<file path="config.mk">
export PLATFORM = sky130hd
export DESIGN_NAME = counter_loop_2d
export DESIGN_NICKNAME = d
export VERILOG_FILES = /design/src/rtl/counter_loop_2d_pkg.sv /design/src/rtl/counter_loop_2d_stage.sv /design/src/rtl/counter_loop_2d.sv
export SDC_FILE = /design/constraint.sdc
export NUM_CORES = 1
export LEC_CHECK = 0
export CORE_UTILIZATION = 65
export DETAILED_ROUTE_END_ITERATION = 10
export DONT_BUFFER_PORTS = 1
export PLACE_DENSITY = 0.86
export SLEW_MARGIN = 20
export SYNTH_ARGS = -nofsm -noshare
export SYNTH_HDL_FRONTEND = slang
export SYNTH_SLANG_ARGS = --single-unit
</file>
<file path="constraint.sdc">
create_clock -name clk -period 4 [get_ports clk]
set_input_delay 0.8 -clock clk [delete_from_list [all_inputs] [get_ports clk]]
set_output_delay 0.8 -clock clk [all_outputs]
set_load 0.005 [all_outputs]
</file>
<file path="src/rtl/counter_loop_2d_pkg.sv">
// Shared definitions for the two-level loop counter: state encoding and default widths.
package counter_loop_2d_pkg;

  typedef enum logic [1:0] {
    ST_IDLE = 2'd0,
    ST_RUN  = 2'd1,
    ST_DONE = 2'd2
  } state_t;

  localparam int INNER_WIDTH_DEF = 7;
  localparam int OUTER_WIDTH_DEF = 6;

endpackage

</file>
<file path="src/rtl/counter_loop_2d_stage.sv">
// One loop level: counts up to an inclusive limit, then wraps to zero on the next enable.
module counter_loop_stage #(
  parameter int WIDTH = 7
) (
  input  logic             clk,
  input  logic             rst,
  input  logic             en,
  input  logic             clear,
  input  logic [WIDTH-1:0] limit,
  output logic [WIDTH-1:0] out,
  output logic             at_limit
);

  logic [WIDTH-1:0] cnt_r;

  assign out      = cnt_r;
  assign at_limit = (cnt_r == limit);

  // Index register: clear dominates, wrap at the limit, otherwise increment.
  always_ff @(posedge clk or posedge rst) begin
    if (rst) begin
      cnt_r <= '0;
    end else if (clear) begin
      cnt_r <= '0;
    end else if (en) begin
      if (at_limit) begin
        cnt_r <= '0;
      end else begin
        cnt_r <= cnt_r + WIDTH'(1'b1);
      end
    end else begin
      cnt_r <= cnt_r;
    end
  end

endmodule

</file>
<file path="src/rtl/counter_loop_2d.sv">
// Two-level (outer x inner) loop index generator with start/done handshake,
// one-shot or continuous mode, and synchronous abort.
module counter_loop_2d
  import counter_loop_2d_pkg::*;
#(
  parameter int INNER_WIDTH = INNER_WIDTH_DEF,
  parameter int OUTER_WIDTH = OUTER_WIDTH_DEF
) (
  input  logic                   clk,
  input  logic                   rst,
  input  logic                   start,
  input  logic                   abort,
  input  logic                   cont_mode,
  input  logic                   adv,
  input  logic [INNER_WIDTH-1:0] inner_limit,
  input  logic [OUTER_WIDTH-1:0] outer_limit,
  output logic [INNER_WIDTH-1:0] inner_out,
  output logic [OUTER_WIDTH-1:0] outer_out,
  output logic                   valid,
  output logic                   inner_over,
  output logic                   outer_over,
  output logic                   busy,
  output logic                   done
);

  state_t                 state_r;
  state_t                 state_s;
  logic [INNER_WIDTH-1:0] inner_lim_r;
  logic [OUTER_WIDTH-1:0] outer_lim_r;
  logic                   mode_r;
  logic                   load_s;
  logic                   clear_s;
  logic                   inner_at_s;
  logic                   outer_at_s;

  // Indices are held at zero outside RUN and on abort, so the stages need no state knowledge.
  assign clear_s = abort || (state_r != ST_RUN);

  counter_loop_stage #(.WIDTH(INNER_WIDTH)) u_inner (
    .clk      (clk),
    .rst      (rst),
    .en       (adv),
    .clear    (clear_s),
    .limit    (inner_lim_r),
    .out      (inner_out),
    .at_limit (inner_at_s)
  );

  counter_loop_stage #(.WIDTH(OUTER_WIDTH)) u_outer (
    .clk      (clk),
    .rst      (rst),
    .en       (adv && inner_at_s),
    .clear    (clear_s),
    .limit    (outer_lim_r),
    .out      (outer_out),
    .at_limit (outer_at_s)
  );

  // Next-state logic; abort has priority over start and adv.
  always_comb begin
    state_s = state_r;
    load_s  = 1'b0;
    case (state_r)
      ST_IDLE: begin
        if (start && !abort) begin
          state_s = ST_RUN;
          load_s  = 1'b1;
        end else begin
          state_s = ST_IDLE;
        end
      end
      ST_RUN: begin
        if (abort) begin
          state_s = ST_IDLE;
        end else if (adv && inner_at_s && outer_at_s && !mode_r) begin
          state_s = ST_DONE;
        end else begin
          state_s = ST_RUN;
        end
      end
      ST_DONE: begin
        state_s = ST_IDLE;
      end
      default: begin
        state_s = ST_IDLE;
      end
    endcase
  end

  // State register and configuration latched only when a sequence is accepted.
  always_ff @(posedge clk or posedge rst) begin
    if (rst) begin
      state_r     <= ST_IDLE;
      inner_lim_r <= '0;
      outer_lim_r <= '0;
      mode_r      <= 1'b0;
    end else begin
      state_r <= state_s;
      if (load_s) begin
        inner_lim_r <= inner_limit;
        outer_lim_r <= outer_limit;
        mode_r      <= cont_mode;
      end else begin
        inner_lim_r <= inner_lim_r;
        outer_lim_r <= outer_lim_r;
        mode_r      <= mode_r;
      end
    end
  end

  assign valid      = (state_r == ST_RUN);
  assign busy       = (state_r != ST_IDLE);
  assign done       = (state_r == ST_DONE);
  assign inner_over = valid && inner_at_s;
  assign outer_over = inner_over && outer_at_s;

endmodule

</file>
After elaboration in Yosys (flattened, before gate mapping)
Cells that the tools add are included.

word-level totals
  register bits after elaboration = 29
  bits in latches = 0
  RAM bits = 0
  bits in read-only memories = 0
  output and inout port bits = 18
  logic and storage cells = 38
  memories = 0

operators by class
  add/subtract/negate cells = 2
  $mul = 0
  divide/modulo/power cells = 0
  $lt $le $gt $ge = 0
  equality and inequality tests = 5
  shift-type cells = 0
  mux-type cells = 12
  bitwise logic cells = 0
  reductions and logical operators = 13

operators with widths
  operator               count
  $mux W7                3
  $mux W6                3
  $add A7 B1 Y7 const B  1
  $eq A7 B7 Y1           1
  $add A6 B1 Y6 const B  1
  $eq A6 B6 Y1           1
  $logic_and A1 B1 Y1    6
  $reduce_bool A2 Y1     3
  $mux W2                2
  $pmux W2 S2            1
  $mux W1                3
  $eq A2 B1 Y1 const B   1
  $eq A2 B2 Y1 const B   1
  $logic_not A1 Y1       2
  $logic_not A2 Y1       1
  $ne A2 B1 Y1 const B   1
  $logic_or A1 B1 Y1     1

Logic depth before layout (Yosys ltp)
Gate-level depths: netlist (run 1).

  depth in word-level cells = 7
  mapped depth = 6
  depth with buffers taken out = 5

Hierarchy
From an unflattened synthesis (run 1), not the netlist that was laid out.

second synthesis, totals
  cell total of the unflattened synthesis = 140
  area, all modules = 1620.3 µm²

modules (own cells, without submodules)
  module                         instances  cells each  area an instance (µm²)  sequential area each (µm²)
  counter_loop_2d                1          43          668.1                   400.4
  counter_loop_stage at u_inner  1          52          508.0                   175.2
  counter_loop_stage at u_outer  1          45          444.2                   150.1

Worst setup path before layout (run 1)
OpenSTA, ideal clock, no wires.

  kind = flip-flop to output port
  start point = register u_outer.cnt_r[1] (netlist: u_outer.out[1])
  end point = output port outer_over
  data arrival time = 1.446 ns
  data required time = 3.200 ns
  path slack = 1.754 ns
  cell stages (with the launch flop) = 5
  buffers on the path = 0
  path through = dfrtp_1 > xor2_1 > nor4_1 > nand2_1 > nor3_1

between the ends
  word-level cells in the longest chain between the ends = 2

RTL lines
  item                      RTL line                     RTL
  start: declaration        counter_loop_2d_stage.sv:14  logic [WIDTH-1:0] cnt_r;
  start signal: assignment  counter_loop_2d_stage.sv:29  cnt_r <= cnt_r + WIDTH'(1'b1);
  start signal: assignment  counter_loop_2d_stage.sv:32  cnt_r <= cnt_r;
  $eq A6 B6 Y1              counter_loop_2d_stage.sv:17  assign at_limit = (cnt_r == limit);
  $logic_and A1 B1 Y1       counter_loop_2d.sv:115       assign outer_over = inner_over && outer_at_s;
  end: declaration          counter_loop_2d.sv:21        output logic outer_over,

Every way passes these cells.

Final worst setup path (run 1)
Same ends and word-level chain as after synthesis.

==> flow_metrics.env, run 1 <==
export IMPL_p_comb_frac=0.172
export IMPL_finalMaxSlewViolations=0
export IMPL_cts_setup_buffers=0
export IMPL_tritoncts_num_buffers=5
export IMPL_clkLatencyLatePin_ps=320
export IMPL_cp_data_arrival_time_ps=1960
export IMPL_synth_edf_count=0
export IMPL_yosys_area_share_xor_xnor=0.114
export IMPL_min_period_ps=2760
export IMPL_initialDrtViolationCount=22
export IMPL_power_density_nw_per_um2=404
export IMPL_nets=160
export IMPL_synth_common_cells="29 x dfrtp_1, 14 x mux2_2, 12 x xor2_1"
export IMPL_p_leak_nw=0.671
export IMPL_die_area_sq_um=2520
export IMPL_clk_path_buf_depth=2
export IMPL_globalplace_congestion=0.902
export IMPL_vdd_drop_max_uv=315
export IMPL_critPathMaxFanout=7
export IMPL_antenna_found_initial=0
export IMPL_power_frac_seq=0.555
export IMPL_drive_above_1_share=0.216
export IMPL_internal_power_uw=464
export IMPL_drcViolationCount=0
export IMPL_switching_share=0.278
export IMPL_area_delta_synth_final_pct=5.47
export IMPL_rsz0062_at_grt="false"
export IMPL_clock_sinks=29
export IMPL_path_clk_slew_ps=90
export IMPL_worstSetupPathType="reg2out"
export IMPL_cap_violations=0
export IMPL_synth_simple_area_share=0.163
export IMPL_ios=37
export IMPL_synth_most_common_cell="dfrtp_1"
export IMPL_hold_viol=0
export IMPL_die_h_um=50.2
export IMPL_setup_tns_final_ps=0
export IMPL_avgSynthCellArea_sq_um=11.2
export IMPL_min_path_type="in2async"
export IMPL_ys_types=37
export IMPL_clock_power_share=0.273
export IMPL_synthArstFlopShare=1.00
export IMPL_cp_required_ps=3200
export IMPL_postRouteAntennaNets=0
export IMPL_num_rows=17
export IMPL_grt_pass1_vias=991
export IMPL_synth_area_sq_um=1510
export IMPL_grt_max_degree=30
export IMPL_fp_dieW_um=50.2
export IMPL_avgViaCountPerCell=6.05
export IMPL_cts_hold_buffers_added=0
export IMPL_status="finished clean"
export IMPL_via_count=1011
export IMPL_synth_compound_area_frac=0.0937
export IMPL_wl_per_cell_um=16.1
export IMPL_synth_area_top_cells="dfrtp_1 48%, mux2_2 10%, xor2_1 7.0%, nand3_1 2.3%, xnor2_1 2.3%"
export IMPL_worst_pin_slew_ps=731
export IMPL_clock_fmax_mhz=362
export IMPL_num_fill_cells=156
export IMPL_skew_ps=6.53
export IMPL_yosysTopAreaCell="dfrtp_1"
export IMPL_synth_top_family_by_area="simple AND/OR/NAND/NOR gates"
export IMPL_grt_pass1_wl_um=4370
export IMPL_h_tree_depth=2
export IMPL_whs_ps=408
export IMPL_synthCells=135
export IMPL_yosysWarnings=0
export IMPL_ys_flop_type="dfrtp_1"
export IMPL_core_region_area_sq_um=2190
export IMPL_wirelength_um=2690
export IMPL_synthMuxAreaShare=0.104
export IMPL_diodes=0
export IMPL_synth_net_count=156
export IMPL_synth_fa_ha_area_frac=0.0166
export IMPL_cts_resized=0
export IMPL_ys_seq_area_frac=0.481
export IMPL_maxSlewHeadroom=0.512
export IMPL_clockRootBuffer="clkbuf_4"
export IMPL_synth_ff_latch_count=29
export IMPL_end_kind="primary output"
export IMPL_synth_top_area_frac=0.481
export IMPL_initial_utilization=0.689
export IMPL_tritoncts="yes"
export IMPL_overflow=0
export IMPL_gr_usage_all_layers=0.242
export IMPL_hpwl_um=1990
export IMPL_portBuffers=0
export IMPL_worst_setup_path_start_kind="flop"
export IMPL_first_pass_iters=4
export IMPL_period_share=0.690
export IMPL_p_switching_uw=179
export IMPL_setup_violations_final=0
[power groups by stage]
stage	clock [mW]	sequential, mW	combinational [mW]
floorplan	0	0.355	0.0961
global placement	0	0.362	0.105
detailed placement	0	0.363	0.109
CTS	0.179	0.357	0.110
global route	0.192	0.362	0.121
finish	0.176	0.357	0.111
[area by class of cell]
type	instances	area, sq um	share of cell area
clock buffer	7	55.1	0.0346
multi-input combinational	96	749	0.471
inverter	7	26.3	0.0165
tap	28	35.0	0.0220
sequential	29	726	0.456
[through the flow]
step	util	worst slack [ps]	total power, mW	instance area (sq um)	cells
finish	0.726	1240	0.643	1590	167
global route	0.726	1170	0.674	1590	167
CTS	0.724	1240	0.647	1590	167
detailed placement	0.698	1600	0.473	1530	160
global placement	0.698	1630	0.467	1530	160
floorplan	-	1750	0.451	1510	135
[placed cells by master, fill, tap and decap left out, types with 2 or more instances in the layout]
cell type	netlist	final
mux2_2	14	14
nand2b_1	2	2
a21oi_1	5	5
nor3_1	2	2
o21ai_0	3	3
nor2_1	9	9
nand2_1	9	9
inv_1	7	6
clkbuf_4	0	5
o22ai_1	3	3
xor2_2	2	2
ha_1	2	2
dfrtp_1	29	29
xor2_1	12	12
nor4_1	3	3
xnor2_1	4	4
nand3_1	7	7
[per-layer routing]
metal	global-route usage	share of wire	vias up
met5	0	0	-
met4	0.152	0.022	0
met3	0.0727	0.073	8
met2	0.356	0.46	47
met1	0.312	0.45	479
li1	-	-	477
[registers in the layout, summed over array words and instances (netlist names)]
name and count:
mode_r 1, u_outer.out 6, state_r 2, inner_lim_r 7
outer_lim_r 6, u_inner.out 7
[worst max-delay path: stages, from the launching register on]
cell	delay (ps)
dfrtp_1	470
xor2_1	170
nor4_1	580
nand2_1	190
nor3_1	220
[cell families after synthesis]
| family | count (synthesis) |
|---|---|
| and+or+nand+nor | 43 |
| buffers and inverters | 10 |
| adders and majority gates | 2 |
| DFF | 29 |
| xor gates and xnor gates | 18 |
| AOI/OAI and AO/OA | 19 |
| muxes | 14 |
[path summary, 6_finish.rpt]
check | startpoint | end | slack (ps) | depth (start not counted)
worst max register to register | state_r[1] | u_outer.out[3] | 2030 | 4
worst min register to register | mode_r | mode_r | 530 | 1
min in group clk | mode_r | mode_r | 530 | 1
worst max-delay path | u_outer.out[1] | outer_over | 1240 | 4
worst min-delay path | rst | mode_r | 410 | 1
max in group asynchronous | rst | inner_lim_r[5] | 3200 | 1
(Power assumes the default switching activity.)
==> inputs of run 2 (changes only) <==
--- a/config.mk
+++ b/config.mk
@@ -5,10 +5,10 @@
 export SDC_FILE = /design/constraint.sdc
 export NUM_CORES = 1
 export LEC_CHECK = 0
-export CORE_UTILIZATION = 65
+export CORE_UTILIZATION = 61
 export DETAILED_ROUTE_END_ITERATION = 10
 export DONT_BUFFER_PORTS = 1
-export PLACE_DENSITY = 0.86
+export PLACE_DENSITY = 0.82
 export SLEW_MARGIN = 20
 export SYNTH_ARGS = -nofsm -noshare
 export SYNTH_HDL_FRONTEND = slang
==> constraint.sdc (replaced) <==
create_clock -name clk -period 2.9 [get_ports clk]
set_input_delay 0.58 -clock clk [delete_from_list [all_inputs] [get_ports clk]]
set_output_delay 0.58 -clock clk [all_outputs]
set_load 0.005 [all_outputs]
==> flow_metrics.env, run 2 (synthesis gave the netlist of run 1 again) <==
export IMPL_final_common_cell="dfrtp_1"
export IMPL_setup_violations_final=0
export IMPL_clock_fmax_mhz=384
export IMPL_portBuffers=0
export IMPL_worst_setup_path_start_kind="flop"
export IMPL_cts_setup_buffers=0
export IMPL_crit_path_cell_trace="xor2_1 > nor4_1 > nand2_1 > nor3_1"
export IMPL_clock_sinks=29
export IMPL_rsz0062_at_grt="false"
export IMPL_cts_hold_buffers_added=0
export IMPL_grt_pass1_wl_um=4730
export IMPL_stdcell_area_sq_um=1600
export IMPL_vdd_drop_max_uv=498
export IMPL_num_fill_cells=167
export IMPL_die_area_sq_um=2680
export IMPL_path_clk_slew_ps=100
export IMPL_worst_pin_slew_ps=644
export IMPL_period_share=0.897
export IMPL_cp_data_arrival_time_ps=2020
export IMPL_crit_start="u_outer.out[1]"
export IMPL_wl_per_cell_um=17.2
export IMPL_initialDrtViolationCount=26
export IMPL_cts_resized=0
export IMPL_max_stage_delay_ps=590
export IMPL_cap_violations=0
export IMPL_final_util=0.702
export IMPL_grt_pass1_vias=1074
export IMPL_diodes=0
export IMPL_skew_ps=8.25
export IMPL_finalMaxSlewViolations=0
export IMPL_tritoncts="yes"
export IMPL_ios=37
export IMPL_p_leak_nw=0.667
export IMPL_maxSlewHeadroom=0.567
export IMPL_status="finished clean"
export IMPL_crit_slowest_cell="nor4_1"
export IMPL_postRouteAntennaNets=0
export IMPL_rr_worst_depth=5
export IMPL_initial_utilization=0.663
export IMPL_gr_usage_all_layers=0.255
export IMPL_antenna_found_initial=0
export IMPL_grt_max_degree=30
export IMPL_min_path_type="in2async"
export IMPL_core_region_area_sq_um=2280
export IMPL_r2r_slack_ps=900
export IMPL_drive_above_1_share=0.234
export IMPL_nets=161
export IMPL_clkLatencyLatePin_ps=340
export IMPL_r2r_start="u_inner.out[2]"
export IMPL_setup_tns_final_ps=0
export IMPL_worstSetupPathType="reg2out"
export IMPL_cp_required_ps=2320
export IMPL_via_count=1048
export IMPL_power_density_nw_per_um2=562
export IMPL_layout_common_cells="29 x dfrtp_1, 14 x mux2_2, 12 x xor2_1"
export IMPL_pre_cts_ws_ps=689
export IMPL_globalplace_congestion=0.862
export IMPL_hpwl_um=2190
export IMPL_clk_path_buf_depth=2
export IMPL_r2r_end="u_outer.out[3]"
export IMPL_wirelength_um=2900
export IMPL_end_kind="primary output"
export IMPL_first_pass_iters=4
export IMPL_overflow=0
export IMPL_critPathMaxFanout=7
export IMPL_crit_end="outer_over"
export IMPL_worst_slack_ps=297
export IMPL_fp_dieW_um=51.7
export IMPL_hold_viol=0
export IMPL_clockRootBuffer="clkbuf_4"
export IMPL_drcViolationCount=0
export IMPL_die_h_um=51.7
export IMPL_num_rows=17
export IMPL_avgViaCountPerCell=6.20
export IMPL_h_tree_depth=2
export IMPL_place_area_sq_um=1540
export IMPL_area_delta_synth_final_pct=5.89
export IMPL_min_period_ps=2600
export IMPL_tritoncts_num_buffers=5
[run 2: cell count changes in the layout (fill, tap and decap cells not counted)]
cell	before	now
clkinvlp_4	0	3
buf_4	0	1
clkbuf_1	1	0
clkbuf_8	1	0
nor3b_2	0	1
nor3b_4	1	0
[run 2: worst min-delay path by stage]
stage	end	cells after the start	from
2_1_floorplan	mode_r	1	mode_r
6_report	inner_lim_r[4]	1	rst
3_5_place_dp	mode_r	1	mode_r
5_1_grt	outer_lim_r[3]	1	rst
3_3_place_gp	mode_r	1	mode_r
4_1_cts	inner_lim_r[6]	1	inner_limit[6]
[run 2: routing by layer]
| layer | global-route usage | wire length, um |
|---|---|---|
| met5 | 0 | 0 |
| met4 | 0.135 | 57 |
| met3 | 0.0936 | 196 |
| met2 | 0.400 | 1390 |
| met1 | 0.304 | 1260 |
[run 2: layout make-up]
class | instances | area [sq um] | area share
Timing Repair Buffer | 1 | 7.51 | 0.00470
Multi-Input combinational cell | 96 | 743 | 0.465
Tap cell | 28 | 35.0 | 0.0219
Inverter | 7 | 26.3 | 0.0164
Clock buffer | 5 | 37.5 | 0.0235
Clock inverter | 3 | 22.5 | 0.0141
Sequential cell | 29 | 726 | 0.454
[run 2: stage by stage]
step / cells / hold slack [ps] / total power, mW
floorplan: 135 / 472 / 0.622
global placement: 161 / 484 / 0.643
detailed placement: 161 / 515 / 0.655
CTS: 169 / 372 / 0.902
global route: 169 / 207 / 0.940
finish: 169 / 175 / 0.897
[run 2: critical path: cells and delay by family (launching register included)]
family | cells | cell delay (ps)
flops | 1 | 490
xor+xnor | 1 | 180
simple gates | 3 | 1010
[run 2: power breakdown]
part | total, mW | leakage (nW) | internal [mW] | switching, mW
sequential | 0.493 | 0.372 | 0.452 | 0.0412
clock | 0.253 | 0.0234 | 0.0935 | 0.159
combinational | 0.152 | 0.271 | 0.0748 | 0.0770
